$ cat src/rtl/multicycle_control_if.sv
// Control bundle between the multi-cycle MIPS control FSM (master) and the datapath (slave).
interface multicycle_control_if #(
  parameter int unsigned OPCODE_W = 5,
  parameter int unsigned ALUOP_W  = 3
);
  logic [OPCODE_W-1:0] opcode;
  logic                mem_ready;
  logic                PCWrite;
  logic                PCWriteCond;
  logic                IorD;
  logic                MemRead;
  logic                MemWrite;
  logic                IRWrite;
  logic                MemToReg;
  logic                RegDst;
  logic                RegWrite;
  logic                ALUsrcA;
  logic [1:0]          ALUsrcB;
  logic [ALUOP_W-1:0]  ALUop;
  logic [1:0]          PCSource;
  logic [3:0]          state;
  logic                illegal;

  modport master (
    input  opcode, mem_ready,
    output PCWrite, PCWriteCond, IorD, MemRead, MemWrite, IRWrite, MemToReg,
           RegDst, RegWrite, ALUsrcA, ALUsrcB, ALUop, PCSource, state, illegal
  );

  modport slave (
    output opcode, mem_ready,
    input  PCWrite, PCWriteCond, IorD, MemRead, MemWrite, IRWrite, MemToReg,
           RegDst, RegWrite, ALUsrcA, ALUsrcB, ALUop, PCSource, state, illegal
  );
endinterface

$ cat src/rtl/multicycle_control.sv
// Moore control FSM for the multi-cycle MIPS datapath with memory-ready stalls.
// MC_ILLEGAL_TRAP_EN: unknown opcodes trap (sticky illegal) instead of acting as a NOP.
module multicycle_control #(
  parameter int unsigned OPCODE_W = 5,
  parameter int unsigned ALUOP_W  = 3,
  parameter int unsigned OP_RTYPE = 'h00,
  parameter int unsigned OP_ADDI  = 'h01,
  parameter int unsigned OP_J     = 'h02,
  parameter int unsigned OP_BEQ   = 'h04,
  parameter int unsigned OP_LW    = 'h05,
  parameter int unsigned OP_SW    = 'h0A
) (
  input  logic                 clk,
  input  logic                 rst_n,
  multicycle_control_if.master ctrl
);

  typedef enum logic [3:0] {
    IDLE   = 4'd0,
    FETCH  = 4'd1,
    DECODE = 4'd2,
    MEMADR = 4'd3,
    MEMRD  = 4'd4,
    MEMWB  = 4'd5,
    MEMWR  = 4'd6,
    EXEC   = 4'd7,
    RWB    = 4'd8,
    BRANCH = 4'd9,
    JUMP   = 4'd10,
    ADDIEX = 4'd11,
    ADDIWB = 4'd12,
    TRAP   = 4'd13
  } state_t;

  localparam logic [OPCODE_W-1:0] OPC_RTYPE = OPCODE_W'(OP_RTYPE);
  localparam logic [OPCODE_W-1:0] OPC_ADDI  = OPCODE_W'(OP_ADDI);
  localparam logic [OPCODE_W-1:0] OPC_J     = OPCODE_W'(OP_J);
  localparam logic [OPCODE_W-1:0] OPC_BEQ   = OPCODE_W'(OP_BEQ);
  localparam logic [OPCODE_W-1:0] OPC_LW    = OPCODE_W'(OP_LW);
  localparam logic [OPCODE_W-1:0] OPC_SW    = OPCODE_W'(OP_SW);

  localparam logic [ALUOP_W-1:0] ALU_ADD   = ALUOP_W'(0);
  localparam logic [ALUOP_W-1:0] ALU_SUB   = ALUOP_W'(1);
  localparam logic [ALUOP_W-1:0] ALU_FUNCT = ALUOP_W'(2);

  state_t              stateReg;
  state_t              stateNext;
  logic [OPCODE_W-1:0] opReg;
  logic [OPCODE_W-1:0] opNext;

  // State and captured opcode; reset aborts any access immediately.
  always_ff @(posedge clk or negedge rst_n) begin
    if (!rst_n) begin
      stateReg <= IDLE;
      opReg    <= '0;
    end else begin
      stateReg <= stateNext;
      opReg    <= opNext;
    end
  end

  // Next state and state-decoded strobes; only IRWrite/PCWrite in FETCH see mem_ready.
  always_comb begin
    stateNext        = stateReg;
    opNext           = opReg;
    ctrl.PCWrite     = 1'b0;
    ctrl.PCWriteCond = 1'b0;
    ctrl.IorD        = 1'b0;
    ctrl.MemRead     = 1'b0;
    ctrl.MemWrite    = 1'b0;
    ctrl.IRWrite     = 1'b0;
    ctrl.MemToReg    = 1'b0;
    ctrl.RegDst      = 1'b0;
    ctrl.RegWrite    = 1'b0;
    ctrl.ALUsrcA     = 1'b0;
    ctrl.ALUsrcB     = 2'b00;
    ctrl.ALUop       = ALU_ADD;
    ctrl.PCSource    = 2'b00;
    ctrl.illegal     = 1'b0;
    ctrl.state       = stateReg;

    case (stateReg)
      IDLE: stateNext = FETCH;

      FETCH: begin
        ctrl.MemRead = 1'b1;
        ctrl.ALUsrcB = 2'b01;
        ctrl.IRWrite = ctrl.mem_ready;
        ctrl.PCWrite = ctrl.mem_ready;
        if (ctrl.mem_ready) stateNext = DECODE;
      end

      DECODE: begin
        ctrl.ALUsrcB = 2'b11;
        opNext       = ctrl.opcode;
        if (ctrl.opcode == OPC_LW || ctrl.opcode == OPC_SW) stateNext = MEMADR;
        else if (ctrl.opcode == OPC_RTYPE) stateNext = EXEC;
        else if (ctrl.opcode == OPC_BEQ)   stateNext = BRANCH;
        else if (ctrl.opcode == OPC_J)     stateNext = JUMP;
        else if (ctrl.opcode == OPC_ADDI)  stateNext = ADDIEX;
        else begin
`ifdef MC_ILLEGAL_TRAP_EN
          stateNext = TRAP;
`else
          stateNext    = FETCH;
          ctrl.illegal = 1'b1;
`endif
        end
      end

      MEMADR, ADDIEX: begin
        ctrl.ALUsrcA = 1'b1;
        ctrl.ALUsrcB = 2'b10;
        if (stateReg == ADDIEX) stateNext = ADDIWB;
        else stateNext = (opReg == OPC_LW) ? MEMRD : MEMWR;
      end

      MEMRD: begin
        ctrl.MemRead = 1'b1;
        ctrl.IorD    = 1'b1;
        if (ctrl.mem_ready) stateNext = MEMWB;
      end

      MEMWR: begin
        ctrl.MemWrite = 1'b1;
        ctrl.IorD     = 1'b1;
        if (ctrl.mem_ready) stateNext = FETCH;
      end

      MEMWB: begin
        ctrl.RegWrite = 1'b1;
        ctrl.MemToReg = 1'b1;
        stateNext     = FETCH;
      end

      EXEC: begin
        ctrl.ALUsrcA = 1'b1;
        ctrl.ALUop   = ALU_FUNCT;
        stateNext    = RWB;
      end

      RWB: begin
        ctrl.RegWrite = 1'b1;
        ctrl.RegDst   = 1'b1;
        stateNext     = FETCH;
      end

      ADDIWB: begin
        ctrl.RegWrite = 1'b1;
        stateNext     = FETCH;
      end

      BRANCH: begin
        ctrl.ALUsrcA     = 1'b1;
        ctrl.ALUop       = ALU_SUB;
        ctrl.PCWriteCond = 1'b1;
        ctrl.PCSource    = 2'b01;
        stateNext        = FETCH;
      end

      JUMP: begin
        ctrl.PCWrite  = 1'b1;
        ctrl.PCSource = 2'b10;
        stateNext     = FETCH;
      end

      // Held until reset; only reachable when trapping is enabled.
      TRAP: begin
        stateNext = TRAP;
`ifdef MC_ILLEGAL_TRAP_EN
        ctrl.illegal = 1'b1;
`endif
      end

      default: stateNext = IDLE;
    endcase
  end

endmodule

$ cat src/flat_wrapper.sv
// flat-port wrapper written by rule: the top's interface ports become plain ports
module multicycle_control_flat 
#(
  parameter int unsigned OPCODE_W = 5,
  parameter int unsigned ALUOP_W  = 3,
  parameter int unsigned OP_RTYPE = 'h00,
  parameter int unsigned OP_ADDI  = 'h01,
  parameter int unsigned OP_J     = 'h02,
  parameter int unsigned OP_BEQ   = 'h04,
  parameter int unsigned OP_LW    = 'h05,
  parameter int unsigned OP_SW    = 'h0A
)
  (clk, rst_n, ctrl_opcode, ctrl_mem_ready, ctrl_PCWrite, ctrl_PCWriteCond, ctrl_IorD, ctrl_MemRead, ctrl_MemWrite, ctrl_IRWrite, ctrl_MemToReg, ctrl_RegDst, ctrl_RegWrite, ctrl_ALUsrcA, ctrl_ALUsrcB, ctrl_ALUop, ctrl_PCSource, ctrl_state, ctrl_illegal);
  multicycle_control_if #(.OPCODE_W(OPCODE_W), .ALUOP_W(ALUOP_W)) ctrl_i ();
  input  logic clk;
  input  logic rst_n;
  input wire logic [$bits(ctrl_i.opcode)-1:0] ctrl_opcode;
  input wire logic [$bits(ctrl_i.mem_ready)-1:0] ctrl_mem_ready;
  output wire logic [$bits(ctrl_i.PCWrite)-1:0] ctrl_PCWrite;
  output wire logic [$bits(ctrl_i.PCWriteCond)-1:0] ctrl_PCWriteCond;
  output wire logic [$bits(ctrl_i.IorD)-1:0] ctrl_IorD;
  output wire logic [$bits(ctrl_i.MemRead)-1:0] ctrl_MemRead;
  output wire logic [$bits(ctrl_i.MemWrite)-1:0] ctrl_MemWrite;
  output wire logic [$bits(ctrl_i.IRWrite)-1:0] ctrl_IRWrite;
  output wire logic [$bits(ctrl_i.MemToReg)-1:0] ctrl_MemToReg;
  output wire logic [$bits(ctrl_i.RegDst)-1:0] ctrl_RegDst;
  output wire logic [$bits(ctrl_i.RegWrite)-1:0] ctrl_RegWrite;
  output wire logic [$bits(ctrl_i.ALUsrcA)-1:0] ctrl_ALUsrcA;
  output wire logic [$bits(ctrl_i.ALUsrcB)-1:0] ctrl_ALUsrcB;
  output wire logic [$bits(ctrl_i.ALUop)-1:0] ctrl_ALUop;
  output wire logic [$bits(ctrl_i.PCSource)-1:0] ctrl_PCSource;
  output wire logic [$bits(ctrl_i.state)-1:0] ctrl_state;
  output wire logic [$bits(ctrl_i.illegal)-1:0] ctrl_illegal;
  assign ctrl_i.opcode = ctrl_opcode;
  assign ctrl_i.mem_ready = ctrl_mem_ready;
  assign ctrl_PCWrite = ctrl_i.PCWrite;
  assign ctrl_PCWriteCond = ctrl_i.PCWriteCond;
  assign ctrl_IorD = ctrl_i.IorD;
  assign ctrl_MemRead = ctrl_i.MemRead;
  assign ctrl_MemWrite = ctrl_i.MemWrite;
  assign ctrl_IRWrite = ctrl_i.IRWrite;
  assign ctrl_MemToReg = ctrl_i.MemToReg;
  assign ctrl_RegDst = ctrl_i.RegDst;
  assign ctrl_RegWrite = ctrl_i.RegWrite;
  assign ctrl_ALUsrcA = ctrl_i.ALUsrcA;
  assign ctrl_ALUsrcB = ctrl_i.ALUsrcB;
  assign ctrl_ALUop = ctrl_i.ALUop;
  assign ctrl_PCSource = ctrl_i.PCSource;
  assign ctrl_state = ctrl_i.state;
  assign ctrl_illegal = ctrl_i.illegal;
  multicycle_control #(.OPCODE_W(OPCODE_W), .ALUOP_W(ALUOP_W), .OP_RTYPE(OP_RTYPE), .OP_ADDI(OP_ADDI), .OP_J(OP_J), .OP_BEQ(OP_BEQ), .OP_LW(OP_LW), .OP_SW(OP_SW)) u_core (.clk(clk), .rst_n(rst_n), .ctrl(ctrl_i));
endmodule
$ cat config.mk
export PLATFORM = sky130hd
export DESIGN_NAME = multicycle_control_flat
export DESIGN_NICKNAME = d
export VERILOG_FILES = /design/src/rtl/multicycle_control_if.sv /design/src/rtl/multicycle_control.sv /design/src/flat_wrapper.sv
export SDC_FILE = /design/constraint.sdc
export NUM_CORES = 1
export LEC_CHECK = 0
export CAP_MARGIN = 20
export CORE_MARGIN = 2
export CORE_UTILIZATION = 44
export DETAILED_ROUTE_END_ITERATION = 8
export GPL_ROUTABILITY_DRIVEN = 0
export GPL_TIMING_DRIVEN = 0
export PLACE_DENSITY = 0.83
export SYNTH_ARGS = -nofsm -noshare
export SYNTH_HDL_FRONTEND = slang
export SYNTH_SLANG_ARGS = --single-unit
$ cat constraint.sdc
create_clock -name clk -period 2.64 [get_ports clk]
set_input_delay 0.264 -clock clk [delete_from_list [all_inputs] [get_ports clk]]
set_output_delay 0.264 -clock clk [all_outputs]
set_load 0.03 [all_outputs]
======== Word level (Yosys, flattened, before mapping) ========
Cells that the tools add are included.
storage, ports and cells
  flip-flop bits (word level) ............. 9
  input port bits ......................... 8
  output and inout bits ................... 22
  word-level logic and storage cells ...... 64
cells by class
  equal/unequal tests ..................... 22
  multiplexer cells ....................... 30
  reduce and logical (&&, ||, !) cells .... 10
operators by type and width
  cell                number
  $mux 4              9
  $pmux 4 s8          1
  $eq 4x4->1 const B  6
  $eq 4x3->1 const B  4
  $eq 5x3->1 const B  3
  $mux 1              15
  $eq 4x2->1 const B  2
  $pmux 2 s2          2
  $ne 2x2->1 const B  3
  $pmux 2 s3          1
  $reduce_or 2->1     3
  $reduce_or 6->1     1
  $eq 5x1->1 const B  1
  $eq 5x2->1 const B  1
  $eq 5x4->1 const B  1
  $logic_not 5->1     1
  $eq 4x1->1 const B  1
  $logic_not 4->1     1
  $reduce_or 4->1     1
  $reduce_and 3->1    1
  $reduce_or 3->1     1
  $mux 2              1
  $pmux 1 s2          1
  $logic_or 1x1->1    1

======== Longest topological paths before layout ========
Gate-level depths: netlist of run 1.
  depth in word-level cells ............... 7
  mapped depth ............................ 5
  depth with buffers taken out ............ 4

======== Least setup slack after synthesis of run 1 ========
Ideal clock, no wire load.
  path type ............................... register -> output
  start ................................... register u_core.stateReg[2] (netlist: u_core.ctrl.state[2])
  end ..................................... output port ctrl_PCWrite
  setup slack ............................. 0.693 ns
  arrival time ............................ 1.683 ns
  stages on the path, launching flop included .. 5
  cell sequence ........................... dfrtp_1 -> buf_4 -> nand2b_1 -> nor2_1 -> or2_2
on the way
  cells in the longest elaborated chain, start to end .. 2
RTL lines
  item                                      RTL line                  RTL
  start, declared                           multicycle_control.sv:46  state_t stateReg;
  start signal, assigned                    multicycle_control.sv:57  stateReg <= stateNext;
  $eq 4x4->1 or $eq 4x1->1 (tied branches)  multicycle_control.sv:82  case (stateReg)
  $pmux 1 s2 *                              multicycle_control.sv:82
  end, declared                             flat_wrapper.sv:19        output wire logic [$bits(ctrl_i.PCWrite)-1:0] ctrl_PCWrite;
Every way passes the cells marked *; elsewhere a longest branch is shown, timed or not.

======== Final worst setup path of run 1 ========
Ends and elaborated chain as after synthesis.

==> impl_metrics.ini, run 1 <==
[run_status]
status = finished clean

[power]
clockPowerShare_pct = 7.7
ir_drop_mv = 0.708
power_frac_seq_pct = 20.4
p_sw_share_pct = 49.0
p_leak_nw = 0.420
switchingPower_w = 0.000656
p_per_area_mw_per_mm2 = 1310
p_int_w = 0.000683
combPwrFrac_pct = 71.9

[timing]
finalMaxSlewViolations = 0
fin_skew_ps = 4.34
finalSetupViolCount = 0
totalNegativeSetupSlack_ps = 0
rsz0062_at_grt = false
setup_slack_ps = 276
hold_ws_ps = 297
post-route-period-util_pct = 89.6
finalHoldViolCount = 0
period_needed_ps = 2360
fmax_mhz = 423

[cts]
tritoncts = done
post_cts_resized = 0
htreeDepth = 1
post_cts_buffers = 0
cts_num_sinks = 9
clk_pin_slew_worst_paths_ps = 60
cts_made_buffers = 3
cts_root_buf = clkbuf_4
insertion_delay_ps = 260
cts_hold_buf = 0
clk_path_buf_depth = 2

[cells_and_area]
layout-drive-gt1-share_pct = 13.8
final_common_cell = clkdlybuf4s50_1
antenna_cells = 0
fin_area_sq_mm = 0.00102
fillers = 138
layout_common_cells = clkdlybuf4s50_1 (28), nor2_1 (13), dfrtp_1 (9)
layout.nets = 125
area_growth_pct = 47.2
final_cell_count_no_fill = 132

[worst_setup_path]
start_kind = register
crit_family = buffers and inverters
reg2reg_from = u_core.ctrl.state[0]
critPathBufInv = 2
crit_type = reg -> out
arrival_ps = 2100
required_ps = 2380
crit_path_top_delay_cell = clkdlybuf4s50_1
path_cells = buf_4, nor2_1, and3_1, or2_2, clkdlybuf4s50_1
max_stage_delay_ps = 650
cp.depth = 5
reg2regPathDepth = 3
r2r-end = u_core.opReg[1]
regToRegSetupSlack_ps = 1150
crit_fanout = 10
cp-end-kind = output port

[place]
placedInstanceArea_sq_um = 992
hpwl_microns = 1280
io_buffers = 28
post-place-ws_ps = 497
dp_cells = 128

[drt]
first_iter_violations = 6
num_vias = 724
wl_per_cell_microns = 12.3
dr.pass1.iters = 4
drc = 0
via_per_inst = 5.48
route.antenna.remaining_nets = 0
routed_wl_microns = 1620

[logic_synthesis]
ys_seq_area_share_pct = 32.5
synth-simple-area-share_pct = 28.4
synth_fa_ha_area_share_pct = 0
async_flop_share_pct = 100
synth_edf_count = 0
yosysWarnings = 0
syn_area_sq_um = 692
synth_xor_area_share_pct = 2.53
synth_top_family_by_area = simple AND/OR/NAND/NOR gates
syn_avg_cell_area_sq_um = 8.24
synth-seq-cells = 9
synth-compound-area-share_pct = 23.1
synthCells = 84
synth_fp_nets = 92
synthFlopType = dfrtp_1
synth.distinct_cells = 31
synth_mux_area_share_pct = 6.51

[min_path]
min_path_type = in -> async

[global_routing]
grtUsageTotal_pct = 20.3
grt_overflow = 0
use_met1_pct = 26.1
met2_usage_pct = 33.5
grt_pass1_vias = 703
antenna_found_initial = 0
grt-busiest-layer = met2
grt_use_met3_pct = 1.67
grt_pass1_wl_microns = 2930
grt_max_degree = 11

[job]
cap_violations = 0

[die]
die_height_microns = 43.7
coreArea_sq_mm = 0.00149
initial_utilization_pct = 46.5
io_pins = 30
fp.dieW_microns = 43.7
rows = 14
dieArea_sq_mm = 0.00191
-- kinds of logic after synthesis --
| logic type | Yosys count |
|---|---|
| muxes | 4 |
| xor gates and xnor gates | 2 |
| buffers and inverters | 8 |
| DFF | 9 |
| AOI/OAI and AO/OA | 24 |
| other | 1 |
| and+or+nand+nor | 36 |
-- registers in the layout (all words and copies together), names as in the netlist --
register and cells:
u_core.ctrl.state 4, u_core.opReg 5
-- power groups by stage --
stage / Combinational (W) / Sequential (W) / Clock [W]
after detailed placement: 0.000965 / 0.000274 / 0
after CTS: 0.000966 / 0.000272 / 0.000107
after global placement: 0.000951 / 0.000271 / 0
after floorplan: 0.000592 / 0.000312 / 0
after global routing: 0.00104 / 0.000287 / 0.000118
final: 0.000963 / 0.000274 / 0.000103
-- worst max path at each step --
| stage | start | endpoint | slack [ps] |
|---|---|---|---|
| after CTS | u_core.ctrl.state[0] | ctrl_illegal | 270 |
| after global placement | ctrl_opcode[1] | ctrl_illegal | 500 |
| after global routing | u_core.ctrl.state[1] | ctrl_illegal | 170 |
| final | u_core.ctrl.state[2] | ctrl_PCWrite | 280 |
| after detailed placement | ctrl_opcode[1] | ctrl_illegal | 500 |
| after floorplan | u_core.ctrl.state[2] | ctrl_PCWrite | 690 |
-- metrics by stage --
stage	utilization [%]	total power (W)
2_1_floorplan	-	0.000903
3_3_place_gp	66.6	0.00122
3_5_place_dp	66.6	0.00124
4_1_cts	68.4	0.00135
5_1_grt	68.4	0.00144
6_report	68.4	0.00134
-- per-layer routing --
metal | vias to the layer above | part of all wire (%)
met5 | - | 0
met4 | 0 | 1.6
met3 | 4 | 8.0
met2 | 36 | 47
met1 | 328 | 44
li1 | 356 | -
-- Yosys cell counts (all sizes together), types with 3 or more instances --
cell type | instances | area share [%]
nor2 | 13 | 7.1
dfrtp | 9 | 33
o21ai | 7 | 5.1
nand2b | 6 | 5.8
a21oi | 5 | 3.6
buf | 5 | 4.7
nor2b | 5 | 4.5
mux2 | 4 | 6.5
nand2 | 4 | 2.2
nor3 | 3 | 3.8
-- final cells by class --
type,instances,area [sq um],area share [%]
Buffer,6,36.3,3.56
Clock buffer,4,26.3,2.58
Inverter,2,7.51,0.737
Multi-Input combinational cell,67,423,41.5
Sequential cell,9,225,22.1
Tap cell,16,20.0,1.97
Timing Repair Buffer,28,280,27.5
No activity file was read; power rests on OpenSTA's default activity.
==> run 2, diff against run 1 <==
Settings changed: CTS_CLUSTER_SIZE set to 28.
==> results of run 2 <==
Final layout, timing and power as in run 1 (identical DEF).
==> run 3, diff against run 2 <==
Settings changed: CORE_UTILIZATION 44 to 40, CTS_CLUSTER_SIZE 28 to 12, PLACE_DENSITY 0.83 to 0.77.
==> run 3 against run 2 <==
Net effect:
- global-route usage shrank 3.2 points
- die area grew 9.1%
- first-iteration DRC count grew to 3.2 times the previous value
- critical path type unchanged
- clock power grew 4%
- worst setup slack lost 11 ps
- clock skew shrank 1.7 ps
- hold slack gained 0.80 ps
- total power grew 0.21%
==> impl_metrics.ini, run 3 (synthesis results as in run 1) <==
[cts]
cts_hold_buf = 0
htreeDepth = 1
clk_path_buf_depth = 2
post_cts_resized = 0
clk_pin_slew_worst_paths_ps = 60
cts_made_buffers = 3
tritoncts = done
insertion_delay_ps = 260
cts_num_sinks = 9
cts_root_buf = clkbuf_4
post_cts_buffers = 0

[worst_setup_path]
regToRegSetupSlack_ps = 1140
crit_fanout = 9
cp-end-kind = output port
crit_type = reg -> out
start_kind = register
arrival_ps = 2110
required_ps = 2380

[timing]
hold_ws_ps = 297
finalSetupViolCount = 0
post-route-period-util_pct = 90.0
finalMaxSlewViolations = 0
rsz0062_at_grt = false
finalHoldViolCount = 0
period_needed_ps = 2370
fmax_mhz = 421
fin_skew_ps = 2.60
totalNegativeSetupSlack_ps = 0

[power]
ir_drop_mv = 0.555
p_per_area_mw_per_mm2 = 1320
p_leak_nw = 0.420
power.total_w = 0.00134

[cells_and_area]
layout_common_cells = clkdlybuf4s50_1 (28), nor2_1 (13), dfrtp_1 (9)
final_cell_count_no_fill = 133
antenna_cells = 0
largest_register_ffs = 5
regMostFlops = u_core.opReg
layout.nets = 125
final_common_cell = clkdlybuf4s50_1
layout-drive-gt1-share_pct = 13.8
area_growth_pct = 47.4
fin_area_sq_mm = 0.00102

[global_routing]
grt_pass1_vias = 617
grt_pass1_wl_microns = 2660
grt_max_degree = 11
grtUsageTotal_pct = 17.1
grt_overflow = 0
antenna_found_initial = 0

[run_status]
status = finished clean

[die]
fp.dieW_microns = 45.6
io_pins = 30
die_height_microns = 45.6
dieArea_sq_mm = 0.00208
initial_utilization_pct = 41.4
rows = 15
coreArea_sq_mm = 0.00167

[drt]
via_per_inst = 5.47
first_iter_violations = 19
num_vias = 728
routed_wl_microns = 1640
wl_per_cell_microns = 12.3
route.antenna.remaining_nets = 0
drc = 0
dr.pass1.iters = 4

[place]
dp_cells = 129
io_buffers = 28
placedInstanceArea_sq_um = 993
hpwl_microns = 1280

[min_path]
min_path_type = in -> async

[job]
cap_violations = 0
[run 3: cell counts in the layout (fill, tap and decap cells not counted)]
No cell type changed its count.
[run 3: final cells by class]
type / count / area (sq um)
tap: 17 / 21.3
inverter: 2 / 7.51
clock buffer: 4 / 26.3
timing repair buffer: 28 / 280
multi-input combinational: 67 / 423
fill: 159 / 651
sequential: 9 / 225
buffer: 6 / 36.3
[run 3: critical path, stage by stage (launching register included)]
cell and delay (ps):
dfrtp_1 420, nand2b_2 250, nor3_4 340, o21a_1 180
clkdlybuf4s50_1 660
[run 3: per-layer routing]
metal / GRT usage, % / vias to the layer above / wire length (microns)
met5: 0 / - / 0
met4: 3.53 / 0 / 0
met3: 2.38 / 0 / 127
met2: 29.3 / 37 / 782
met1: 22.6 / 326 / 727
li1: - / 365 / -
[run 3: worst paths after layout]
check                                          start         endpoint  depth (start not counted)
worst max-delay path            u_core.ctrl.state[0]     ctrl_illegal                          4
worst min-delay path                           rst_n  u_core.opReg[3]                          1
worst max register to register  u_core.ctrl.state[0]  u_core.opReg[1]                          3
worst min register to register       u_core.opReg[1]  u_core.opReg[1]                          1
max in group asynchronous                      rst_n  u_core.opReg[2]                          1
min in group clk                     u_core.opReg[1]  u_core.opReg[1]                          1
[run 3: report_power, final]
group / leakage [nW] / switching (W) / internal (W)
registers: 0.110 / 0.0000663 / 0.000206
logic: 0.295 / 0.000544 / 0.000419
clock network: 0.0150 / 0.0000486 / 0.0000583
total: 0.420 / 0.000659 / 0.000683
[run 3: per-stage QoR]
step	util, %	setup slack (ps)
6_report	61.0	265
5_1_grt	61.0	172
4_1_cts	61.0	256
3_5_place_dp	59.5	498
3_3_place_gp	59.5	499
2_1_floorplan	-	693
